## config.mk

```make
export PLATFORM = sky130hd
export DESIGN_NAME = uart_stream_bridge
export DESIGN_NICKNAME = d
export VERILOG_FILES = /design/src/rtl/uart_stream_bridge.sv
export SDC_FILE = /design/constraint.sdc
export NUM_CORES = 1
export LEC_CHECK = 0
export CAP_MARGIN = 20
export CORE_MARGIN = 3
export CORE_UTILIZATION = 25
export CTS_CLUSTER_SIZE = 20
export DETAILED_ROUTE_END_ITERATION = 10
export SYNTH_ARGS = -nofsm -noshare
export SYNTH_HDL_FRONTEND = slang
export SYNTH_SLANG_ARGS = --single-unit
export TNS_END_PERCENT = 20
```

## constraint.sdc

```tcl
create_clock -name CLK -period 3.8 [get_ports CLK]
set_input_delay 0.76 -clock CLK [delete_from_list [all_inputs] [get_ports CLK]]
set_output_delay 0.76 -clock CLK [all_outputs]
set_load 0.005 [all_outputs]
```

## src/rtl/uart_stream_bridge.sv

```systemverilog
// uart_stream_bridge: FIFO-buffered bridge between the Wrapper's valid/ready UART port and the strobe/ack UART core, plus the RX pin synchroniser.
`timescale 1ns/1ps
module uart_stream_bridge #(
  parameter int DATA_W      = 8,
  parameter int TX_DEPTH    = 16,
  parameter int RX_DEPTH    = 16,
  parameter int SYNC_STAGES = 2,
  parameter bit EDGE_MODE   = 1'b1
) (
  input  logic                        CLK,
  input  logic                        RESET_N,
  input  logic [DATA_W-1:0]           TX_DATA,
  input  logic                        TX_VALID,
  output logic                        TX_READY,
  output logic [DATA_W-1:0]           RX_DATA,
  output logic                        RX_VALID,
  input  logic                        RX_ACK,
  output logic [DATA_W-1:0]           CORE_TX_DATA,
  output logic                        CORE_TX_STB,
  input  logic                        CORE_TX_ACK,
  input  logic [DATA_W-1:0]           CORE_RX_DATA,
  input  logic                        CORE_RX_STB,
  output logic                        CORE_RX_ACK,
  input  logic                        RX_IN,
  output logic                        RX_SYNC,
  output logic [$clog2(TX_DEPTH):0]   TX_LEVEL,
  output logic [$clog2(RX_DEPTH):0]   RX_LEVEL,
  output logic                        TX_OVERFLOW,
  output logic                        RX_OVERFLOW,
  input  logic                        CLR_OVF
);
  localparam int TX_AW = $clog2(TX_DEPTH);
  localparam int RX_AW = $clog2(RX_DEPTH);
  localparam int TX_LW = TX_AW + 1;
  localparam int RX_LW = RX_AW + 1;
  localparam logic [1:0] TX_IDLE = 2'd0;
  localparam logic [1:0] TX_LOAD = 2'd1;
  localparam logic [1:0] TX_BUSY = 2'd2;
  logic [DATA_W-1:0] tx_mem [TX_DEPTH];
  logic [DATA_W-1:0] rx_mem [RX_DEPTH];
  logic [TX_AW-1:0] tx_wr, tx_rd;
  logic [RX_AW-1:0] rx_wr, rx_rd;
  logic [1:0] tx_state;
  logic [SYNC_STAGES-1:0] sync_q;
  logic tx_valid_q, rx_ack_q, core_stb_q;
  logic tx_full, rx_full, tx_rise, ack_rise, rx_rise;
  logic tx_push, tx_pop, rx_push, rx_pop, tx_ovf_set, rx_ovf_set;
  always_comb begin
    tx_full    = TX_LEVEL == TX_LW'(TX_DEPTH);
    rx_full    = RX_LEVEL == RX_LW'(RX_DEPTH);
    TX_READY   = !tx_full;
    RX_VALID   = RX_LEVEL != '0;
    tx_rise    = TX_VALID & ~tx_valid_q;
    ack_rise   = RX_ACK & ~rx_ack_q;
    rx_rise    = CORE_RX_STB & ~core_stb_q;
    tx_push    = (EDGE_MODE ? tx_rise : TX_VALID) & ~tx_full;
    tx_ovf_set = EDGE_MODE & tx_rise & tx_full;
    tx_pop     = tx_state == TX_BUSY && CORE_TX_ACK;
    rx_pop     = (EDGE_MODE ? ack_rise : RX_ACK) & RX_VALID;
    rx_push    = rx_rise & (~rx_full | rx_pop);
    rx_ovf_set = rx_rise & rx_full & ~rx_pop;
    RX_DATA    = RX_VALID ? rx_mem[rx_rd] : '0;
    RX_SYNC    = sync_q[SYNC_STAGES-1];
  end
  always_ff @(posedge CLK) begin
    if (tx_push) tx_mem[tx_wr] <= TX_DATA;
    if (rx_push) rx_mem[rx_wr] <= CORE_RX_DATA;
  end
  always_ff @(posedge CLK or negedge RESET_N) begin
    if (!RESET_N) begin
      sync_q       <= '1;
      tx_valid_q   <= 1'b0;
      rx_ack_q     <= 1'b0;
      core_stb_q   <= 1'b0;
      tx_wr        <= '0;
      tx_rd        <= '0;
      rx_wr        <= '0;
      rx_rd        <= '0;
      TX_LEVEL     <= '0;
      RX_LEVEL     <= '0;
      tx_state     <= TX_IDLE;
      CORE_TX_DATA <= '0;
      CORE_TX_STB  <= 1'b0;
      CORE_RX_ACK  <= 1'b0;
      TX_OVERFLOW  <= 1'b0;
      RX_OVERFLOW  <= 1'b0;
    end else begin
      sync_q      <= {sync_q[SYNC_STAGES-2:0], RX_IN};
      tx_valid_q  <= TX_VALID;
      rx_ack_q    <= RX_ACK;
      core_stb_q  <= CORE_RX_STB;
      CORE_RX_ACK <= rx_rise;
      TX_OVERFLOW <= tx_ovf_set | (TX_OVERFLOW & ~CLR_OVF);
      RX_OVERFLOW <= rx_ovf_set | (RX_OVERFLOW & ~CLR_OVF);
      TX_LEVEL    <= TX_LEVEL + TX_LW'(tx_push) - TX_LW'(tx_pop);
      RX_LEVEL    <= RX_LEVEL + RX_LW'(rx_push) - RX_LW'(rx_pop);
      if (tx_push) tx_wr <= tx_wr + TX_AW'(1);
      if (tx_pop) tx_rd <= tx_rd + TX_AW'(1);
      if (rx_push) rx_wr <= rx_wr + RX_AW'(1);
      if (rx_pop) rx_rd <= rx_rd + RX_AW'(1);
      // LOAD is the fetch slot of a registered FIFO read before the strobe goes out
      if (tx_state == TX_IDLE && TX_LEVEL != '0) tx_state <= TX_LOAD;
      else if (tx_state == TX_LOAD) begin
        CORE_TX_DATA <= tx_mem[tx_rd];
        CORE_TX_STB  <= 1'b1;
        tx_state     <= TX_BUSY;
      end else if (tx_pop) begin
        CORE_TX_STB <= 1'b0;
        tx_state    <= TX_IDLE;
      end
    end
  end
endmodule

```

==> run_results.csv, run 1 <==
group,metric,value,unit
die,die_x,226,µm
timing,setup-violations-final,0,
routing,vias,6005,
synth,synth_edf_count,256,
synth,synth-seq-cells,301,
global_routing,gr-total-overflow,0,
synth,ys_warn_count,0,
synth,syn_inst,688,
timing,fmax,288,MHz
global_routing,grt_max_degree,64,
timing,setup_tns,0,ps
clock_network,cts_hold_buf,0,
die,fp.coreArea,47100,µm²
finish,post-route-util,0.309,
finish,nets,818,
timing,drv_slew,0,
finish,regArea,8820,µm²
worst_setup_path,worstPathMaxFanout,17,
finish,drive_above_1_share,0.150,
status,status,"complete, no violations",
timing,fin_crit_sh,0.912,
placement,place_area,13400,µm²
die,rows,79,
synth,synth_top_area_cell,"edfxtp_1",
synth,synthArstFlopShare,0.150,
placement,gp_congestion,0.756,
die,die-area,51100,µm²
synth,synth_area,12100,µm²
clock_network,insertion_delay,550,ps
worst_setup_path,cp.required,3040,ps
worst_setup_path,r2r_cells,12,
routing,ant_nets,0,
clock_network,cts_num_sinks,301,
placement,dp_hpwl,15300,µm
finish,layout_common_cells,"edfxtp_1 (256), mux2i_1 (80), clkdlybuf4s50_1 (55), dfrtp_1 (41), mux4_2 (32)",
synth,avgSynthCellArea,17.6,µm²
power,cellLeakagePower,5.09,nW
placement,place_worst_setup_slack,577,ps
finish,area_growth,20.3,%
worst_hold_path,hp-class,"input pin to asynchronous set/reset pin",
power,seqPwrFrac,0.418,
placement,port_buffers,56,
synth,synth_area_leaders,"edfxtp_1 (64%), dfrtp_1 (8.9%), mux2i_1 (6.6%)",
clock_network,cts_buffer_depth,3,
worst_setup_path,arrival,2710,ps
timing,finalHoldViolations,0,
finish,mostFrequentLayoutCell,"edfxtp_1",
synth,synth_ff_type,"edfxtp_1",
worst_setup_path,cp-end-kind,"primary output",
clock_network,htreeDepth,1,
clock_network,cts_post_setup_buffers_inserted,0,
power,switchingPower,0.00311,W
routing,drt_pass1_iterations,4,
flow_run,maxCapViolCount,0,
clock_network,clkSlewWorstSetupHoldPaths,60,ps
die,num_io_pins,57,
die,initial_core_util,0.257,
routing,via_per_inst,4.29,
timing,rsz0062_at_grt,"no",
routing,drc,0,
synth,synth_top_area_frac,0.635,
power,clockPowerShare,0.310,
die,die_h,226,µm
global_routing,grt_pass1_vias,6188,
global_routing,antenna_found_initial,0,
timing,maxSlewHeadroom,0.260,
routing,drt-initial-drc-count,320,
timing,hold_ws,190,ps
finish,fillCellCount,4588,
power,combinationalPowerShare,0.272,
synth,synth.yosys.seq_area_share,0.729,
worst_setup_path,startpoint_type,"flip-flop",
clock_network,cts-root-buf,"clkbuf_16",
global_routing,gr-usage-all-layers,0.0954,
clock_network,cts-resized-gates,0,
worst_setup_path,criticalPathCategory,"flip-flop to primary output",
finish,diodes,0,
global_routing,grt_pass1_wl,37800,µm
timing,worst_pin_slew,1110,ps
clock_network,cts_tree,"built",
timing,final.setup.worst_slack,333,ps
power,switching_share,0.294,
finish,multi_input_area,3020,µm²
clock_network,numCtsBuffers,31,
routing,wire_per_inst,17.3,µm
finish,fin_area,14500,µm²
synth,synth.net_count,736,
power,p_int,0.00744,W
power,power.density,725,nW/µm²
power,vdd_ir_drop_max,0.440,mV
synth,synth_cell_type_count,45,
timing,post-route-min-period,3470,ps
routing,drt_wl_total,24300,µm
timing,clock-skew-final,7.21,ps
-- kinds of logic after synthesis --
family	count (synthesis)	share of synthesized area
xor+xnor	20	0.0145
compound gates	55	0.0307
fa+ha+maj	24	0.0261
buf+inv	59	0.0218
mux	114	0.128
flops	301	0.729
simple gates	115	0.0502
-- metrics by stage --
step           total power, W  instances
3_3_place_gp          0.00737       1344
2_1_floorplan         0.00629        688
6_report               0.0105       1401
4_1_cts                0.0107       1401
5_1_grt                0.0111       1401
3_5_place_dp          0.00740       1344
-- worst max-delay path, stage by stage (launching register included) --
cell and delay (ps):
dfrtp_2 360, buf_4 340, mux4_2 570, mux2i_1 270, o22ai_1 140, clkdlybuf4s50_1 470
-- cells in the mapped netlist, types with 3 or more instances --
cell type / number
edfxtp_1: 256
mux2i_1: 80
dfrtp_1: 43
mux4_2: 32
inv_1: 29
nand2_1: 28
nand3_1: 25
a22oi_1: 24
ha_1: 22
nor2_1: 22
xnor2_1: 14
and2_1: 13
a21oi_1: 12
buf_2: 11
o22ai_1: 8
clkbuf_1: 6
xor2_1: 6
buf_1: 5
buf_4: 5
nor3_1: 5
a21o_1: 4
nand4_1: 4
o21ai_0: 4
nand2b_1: 3
-- power groups by stage --
stage	Combinational [W]	Sequential, W	Clock (W)
global route	0.00317	0.00447	0.00350
finish	0.00287	0.00441	0.00327
CTS	0.00293	0.00442	0.00337
floorplan	0.00209	0.00420	0
detailed placement	0.00292	0.00448	0
global placement	0.00289	0.00448	0
-- state kept, by name, summed over array words and instances, names as in the netlist, 4 cells and up --
register	flops
RX_LEVEL	5
tx_wr	4
tx_mem	128
rx_wr	4
tx_rd	4
CORE_TX_DATA	8
TX_LEVEL	5
rx_mem	128
rx_rd	4
-- final cells by class --
class | instances | area share
timing repair buffer | 79 | 0.0501
clock buffer | 33 | 0.0545
multi-input combinational | 328 | 0.207
sequential | 301 | 0.606
tap | 607 | 0.0522
clock inverter | 24 | 0.0219
inverter | 29 | 0.00748
-- path summary, 6_finish.rpt --
check                            start           to  slack [ps]
setup / recovery              rx_rd[0]   RX_DATA[0]         330
hold / removal                 RESET_N  TX_LEVEL[2]         190
setup reg to reg           RX_LEVEL[2]  RX_LEVEL[4]         980
hold reg to reg              sync_q[0]    sync_q[1]         370
max in group asynchronous      RESET_N    sync_q[1]        2820
min in group CLK             sync_q[0]    sync_q[1]         370
-- layer usage --
| metal | global-route usage | wire [µm] | vias to the layer above |
|---|---|---|---|
| met2 | 0.154 | 11500 | 112 |
| li1 | - | - | 2818 |
| met4 | 0.0228 | 399 | 0 |
| met5 | 0 | 0 | - |
| met1 | 0.133 | 11400 | 3047 |
| met3 | 0.0188 | 982 | 28 |
(Power assumes the default switching activity.)
==> inputs of run 2 (changes only) <==
--- a/config.mk
+++ b/config.mk
@@ -5,7 +5,7 @@
 export SDC_FILE = /design/constraint.sdc
 export NUM_CORES = 1
 export LEC_CHECK = 0
-export CAP_MARGIN = 20
+export CAP_MARGIN = 30
 export CORE_MARGIN = 3
 export CORE_UTILIZATION = 25
 export CTS_CLUSTER_SIZE = 20
==> run 2 against run 1 <==
Effect of this change: sequential cell count unchanged; core utilization down 0.20 points; sequential power down 2%; cell area down 0.65%; sequential share of layout area up 0.40 points; combinational power up 4%; register-to-register slack better by 20 ps; clock-buffer cell count up 8; largest power group unchanged; highest routed layer unchanged; die area unchanged.
==> run_results.csv, run 2 (synthesized netlist as in run 1, its figures left out) <==
group,metric,value,unit
finish,drive_above_1_share,0.147,
worst_setup_path,criticalPathCategory,"flip-flop to primary output",
finish,reg.largest.list,"rx_mem x128, tx_mem x128, CORE_TX_DATA x8",
timing,clock-skew-final,8.55,ps
routing,ant_nets,0,
clock_network,cts_num_sinks,301,
timing,maxSlewHeadroom,0.438,
global_routing,gr-usage-all-layers,0.0955,
worst_setup_path,cp_num_cells,5,
timing,final.setup.worst_slack,311,ps
finish,diodes,0,
worst_setup_path,arrival,2730,ps
clock_network,numCtsBuffers,31,
finish,mostFrequentLayoutCell,"edfxtp_1",
timing,fmax,287,MHz
placement,gp_congestion,0.756,
clock_network,cts-root-buf,"clkbuf_16",
clock_network,cts_hold_buf,0,
worst_setup_path,cp_num_buf_inv,2,
timing,finalHoldViolations,0,
worst_setup_path,r2r_start,"RX_LEVEL[2]",
routing,drt_wl_total,24300,µm
worst_setup_path,cp-end-kind,"primary output",
die,rows,79,
finish,post-route-util,0.307,
global_routing,antenna_found_initial,0,
routing,via_per_inst,4.29,
clock_network,cts-resized-gates,0,
worst_setup_path,endpoint,"RX_DATA[0]",
timing,fin_crit_sh,0.918,
worst_setup_path,r2r_cells,12,
routing,vias,6017,
timing,setup-violations-final,0,
global_routing,grt_pass1_wl,37800,µm
worst_setup_path,cp.required,3040,ps
routing,drc,0,
routing,drt-initial-drc-count,389,
worst_setup_path,regToRegEndpoint,"RX_LEVEL[4]",
global_routing,grt_max_degree,37,
die,num_io_pins,57,
timing,hold_ws,177,ps
placement,port_buffers,56,
placement,place_worst_setup_slack,569,ps
power,power.density,709,nW/µm²
worst_setup_path,r2r_setup_slack,1000,ps
worst_setup_path,worstPathMaxFanout,17,
clock_network,cts_tree,"built",
worst_setup_path,path_cells,"buf_4 > mux4_2 > mux2i_1 > o22ai_1 > clkdlybuf4s50_1",
timing,post-route-min-period,3490,ps
die,die_h,226,µm
flow_run,maxCapViolCount,0,
routing,drt_pass1_iterations,4,
clock_network,insertion_delay,560,ps
die,die_x,226,µm
worst_setup_path,critPathMaxStageDelay,560,ps
finish,layout_common_cells,"edfxtp_1 (256), mux2i_1 (80), clkdlybuf4s50_1 (55), dfrtp_1 (41), mux4_2 (32)",
power,vdd_ir_drop_max,0.395,mV
routing,wire_per_inst,17.3,µm
global_routing,gr-total-overflow,0,
die,die-area,51100,µm²
timing,drv_slew,0,
timing,setup_tns,0,ps
placement,dp_hpwl,15500,µm
worst_setup_path,critical_path.top_delay_family,"multiplexers",
clock_network,htreeDepth,1,
status,status,"complete, no violations",
die,fp.coreArea,47100,µm²
worst_setup_path,cp-startpoint,"rx_rd[0]",
power,cellLeakagePower,5.05,nW
worst_setup_path,crit_path_top_delay_cell,"mux4_2",
timing,rsz0062_at_grt,"no",
clock_network,clkSlewWorstSetupHoldPaths,60,ps
clock_network,cts_buffer_depth,3,
global_routing,grt_pass1_vias,6196,
finish,nets,819,
finish,area_growth,19.5,%
timing,worst_pin_slew,840,ps
finish,fillCellCount,4577,
worst_setup_path,startpoint_type,"flip-flop",
clock_network,cts_post_setup_buffers_inserted,0,
worst_hold_path,hp-class,"input pin to asynchronous set/reset pin",
die,initial_core_util,0.257,
run 2: stage by stage:
| stage | total power, W | std cells | cell area (µm²) |
|---|---|---|---|
| floorplan | 0.00629 | 688 | 12100 |
| global placement | 0.00737 | 1344 | 13400 |
| detailed placement | 0.00742 | 1345 | 13500 |
| CTS | 0.0104 | 1402 | 14500 |
| global route | 0.0108 | 1402 | 14500 |
| finish | 0.0102 | 1402 | 14500 |
run 2: where the power goes:
part / total, W / switching [W] / internal, W
logic: 0.00299 / 0.00148 / 0.00151
clock network: 0.00294 / 0.00124 / 0.00170
registers: 0.00432 / 0.000367 / 0.00396
run 2: worst min path at each step:
stage                   to  slack, ps
2_1_floorplan    sync_q[1]        350
3_3_place_gp     sync_q[1]        370
3_5_place_dp     sync_q[1]        370
4_1_cts        CORE_TX_STB        170
5_1_grt        TX_LEVEL[2]        200
6_report       TX_LEVEL[2]        180
run 2: per-layer routing:
layer / GRT usage / vias up / routed length [µm]
met4: 0.0260 / 0 / 639
met3: 0.0168 / 42 / 908
met1: 0.133 / 3028 / 11300
met5: 0 / - / 0
li1: - / 2819 / -
met2: 0.154 / 128 / 11400
run 2: cell type report:
type / count / area (µm²) / share of cell area
clock buffers: 41 / 843 / 0.0584
clock inverters: 16 / 146 / 0.0101
inverters: 29 / 109 / 0.00753
multi-input cells: 328 / 3020 / 0.209
flip-flops and latches: 301 / 8820 / 0.610
well taps: 607 / 759 / 0.0526
repair buffers: 80 / 756 / 0.0523
==> inputs of run 3 (changes only) <==
--- a/config.mk
+++ b/config.mk
@@ -10,6 +10,7 @@
 export CORE_UTILIZATION = 25
 export CTS_CLUSTER_SIZE = 20
 export DETAILED_ROUTE_END_ITERATION = 10
+export GPL_TIMING_DRIVEN = 0
 export SYNTH_ARGS = -nofsm -noshare
 export SYNTH_HDL_FRONTEND = slang
 export SYNTH_SLANG_ARGS = --single-unit
==> run 3 against run 2 <==
Effect of this change: register-to-register slack got worse by 220 ps; global-route usage up 0.59 points; critical path type unchanged; sequential cell count unchanged; highest routed layer unchanged; sequential share of layout area down 0.33 points; largest cell class unchanged; wire length up 6.1%; critical path depth unchanged; final cell count is 0.78% higher.
==> run_results.csv, run 3 (synthesized netlist as in run 1, its figures left out) <==
group,metric,value,unit
timing,rsz0062_at_grt,"no",
worst_setup_path,criticalPathCategory,"flip-flop to primary output",
timing,maxSlewHeadroom,0.340,
power,vdd_ir_drop_max,0.342,mV
timing,fin_crit_sh,0.970,
timing,finalHoldViolations,0,
power,cellLeakagePower,5.08,nW
worst_hold_path,hp-class,"input pin to asynchronous set/reset pin",
die,rows,79,
routing,drt_wl_total,25700,µm
routing,met3WireLength,1210,µm
die,die-area,51100,µm²
die,initial_core_util,0.257,
placement,gp_congestion,0.793,
finish,fillCellCount,4575,
global_routing,grt_pass1_vias,6495,
timing,drv_slew,0,
worst_setup_path,startpoint_type,"flip-flop",
worst_setup_path,cp.required,3040,ps
flow_run,maxCapViolCount,0,
placement,dp_hpwl,16600,µm
worst_setup_path,worstPathMaxFanout,10,
global_routing,grt_max_degree,27,
timing,post-route-min-period,3690,ps
worst_setup_path,critPathMaxStageDelay,490,ps
clock_network,cts_buffer_depth,3,
worst_setup_path,crit_path_top_delay_cell,"buf_1",
clock_network,cts_hold_buf,0,
finish,area_growth,20.0,%
clock_network,htreeDepth,1,
clock_network,cts_tree,"built",
worst_setup_path,cp-end-kind,"primary output",
worst_setup_path,critical_path.top_delay_family,"buffers and inverters",
finish,mostFrequentLayoutCell,"edfxtp_1",
global_routing,gr-total-overflow,0,
routing,drc,0,
routing,top_layer,"met4",
worst_setup_path,cp_num_buf_inv,3,
power,power.density,726,nW/µm²
timing,fmax,271,MHz
clock_network,cts-root-buf,"clkbuf_16",
routing,wl_met1,11700,µm
clock_network,cts_num_sinks,301,
worst_setup_path,arrival,2930,ps
clock_network,numCtsBuffers,31,
finish,diodes,0,
clock_network,insertion_delay,550,ps
finish,fin_area,14500,µm²
die,die_h,226,µm
routing,ant_nets,0,
placement,place_area,13500,µm²
placement,port_buffers,56,
status,status,"complete, no violations",
clock_network,clkSlewWorstSetupHoldPaths,70,ps
die,die_x,226,µm
timing,setup_tns,0,ps
worst_setup_path,path_cells,"buf_1 > buf_2 > mux2i_1 > o22ai_1 > clkdlybuf4s50_1",
finish,nets,830,
die,fp.coreArea,47100,µm²
timing,setup-violations-final,0,
routing,met2_length,12400,µm
finish,layout_common_cells,"edfxtp_1 (256), mux2i_1 (80), clkdlybuf4s50_1 (55), dfrtp_1 (43), mux4_2 (32)",
die,num_io_pins,57,
finish,reg.largest.list,"rx_mem x128, tx_mem x128, CORE_TX_DATA x8",
routing,drt-initial-drc-count,429,
timing,clock-skew-final,11.0,ps
routing,drt_pass1_iterations,5,
routing,vias,6188,
global_routing,antenna_found_initial,0,
timing,worst_pin_slew,986,ps
finish,drive_above_1_share,0.143,
global_routing,gr-usage-all-layers,0.101,
global_routing,grt_pass1_wl,39400,µm
routing,via_per_inst,4.38,
routing,wire_per_inst,18.2,µm
## run 3: cell count changes in the layout (fill, tap and decap cells not counted), sizes merged
cell / delta
inv: -1
bufinv: +3
clkinvlp: +1
clkbuf: +10
clkinv: -4
buf: +2
## run 3: worst paths after layout
| check | cells past startpoint | slack, ps | startpoint | to |
|---|---|---|---|---|
| max reg2reg | 13 | 780 | RX_LEVEL[2] | RX_LEVEL[4] |
| min in group CLK | 0 | 370 | sync_q[0] | sync_q[1] |
| max | 5 | 110 | rx_rd[3] | RX_DATA[0] |
| min | 1 | 190 | RESET_N | CORE_TX_DATA[0] |
| min reg2reg | 0 | 370 | sync_q[0] | sync_q[1] |
| max in group asynchronous | 2 | 3000 | RESET_N | sync_q[0] |
## run 3: layer usage
| metal | GRT usage | vias to the layer above |
|---|---|---|
| met5 | 0 | - |
| met4 | 0.0193 | 0 |
| met3 | 0.0201 | 28 |
| met2 | 0.171 | 140 |
| met1 | 0.137 | 3182 |
| li1 | - | 2838 |
## run 3: final cells by class
type | instances | area [µm²] | area share
clock inverters | 15 | 215 | 0.0148
plain buffers | 30 | 163 | 0.0112
well taps | 607 | 759 | 0.0523
clock buffers | 42 | 837 | 0.0576
flip-flops and latches | 301 | 8820 | 0.607
multi-input cells | 328 | 3020 | 0.208
repair buffers | 61 | 606 | 0.0417
inverters | 29 | 109 | 0.00750
## run 3: worst register-to-register path: stages (launching register included)
cell      delay (ps)
dfrtp_1          380
inv_1             70
ha_1             210
nor3b_1          160
a311oi_2         630
inv_1            100
ha_1             300
inv_1             30
ha_1             200
fa_1             430
a21oi_1          160
nor2_1            60
nor2_1           110
xnor2_1          120
## run 3: power breakdown
| group | switching, W | leakage [nW] | total, W | internal, W |
|---|---|---|---|---|
| Sequential | 0.000242 | 2.84 | 0.00420 | 0.00395 |
| Clock | 0.00125 | 0.510 | 0.00314 | 0.00188 |
| Combinational | 0.00168 | 1.73 | 0.00321 | 0.00152 |
## run 3: repair_timing
action,CTS,global route
endpoints found under the setup margin,6,5
gates resized for setup,3,1
buffers inserted,0,0
## run 3: stage by stage
stage	utilization	hold WS, ps	worst slack (ps)	total power (W)	std cells
floorplan	-	345	1000	0.00629	688
global placement	0.285	370	140	0.00745	1351
detailed placement	0.286	367	167	0.00750	1356
CTS	0.308	189	37.6	0.0107	1413
global route	0.308	211	10.2	0.0111	1413
finish	0.308	194	114	0.0105	1413
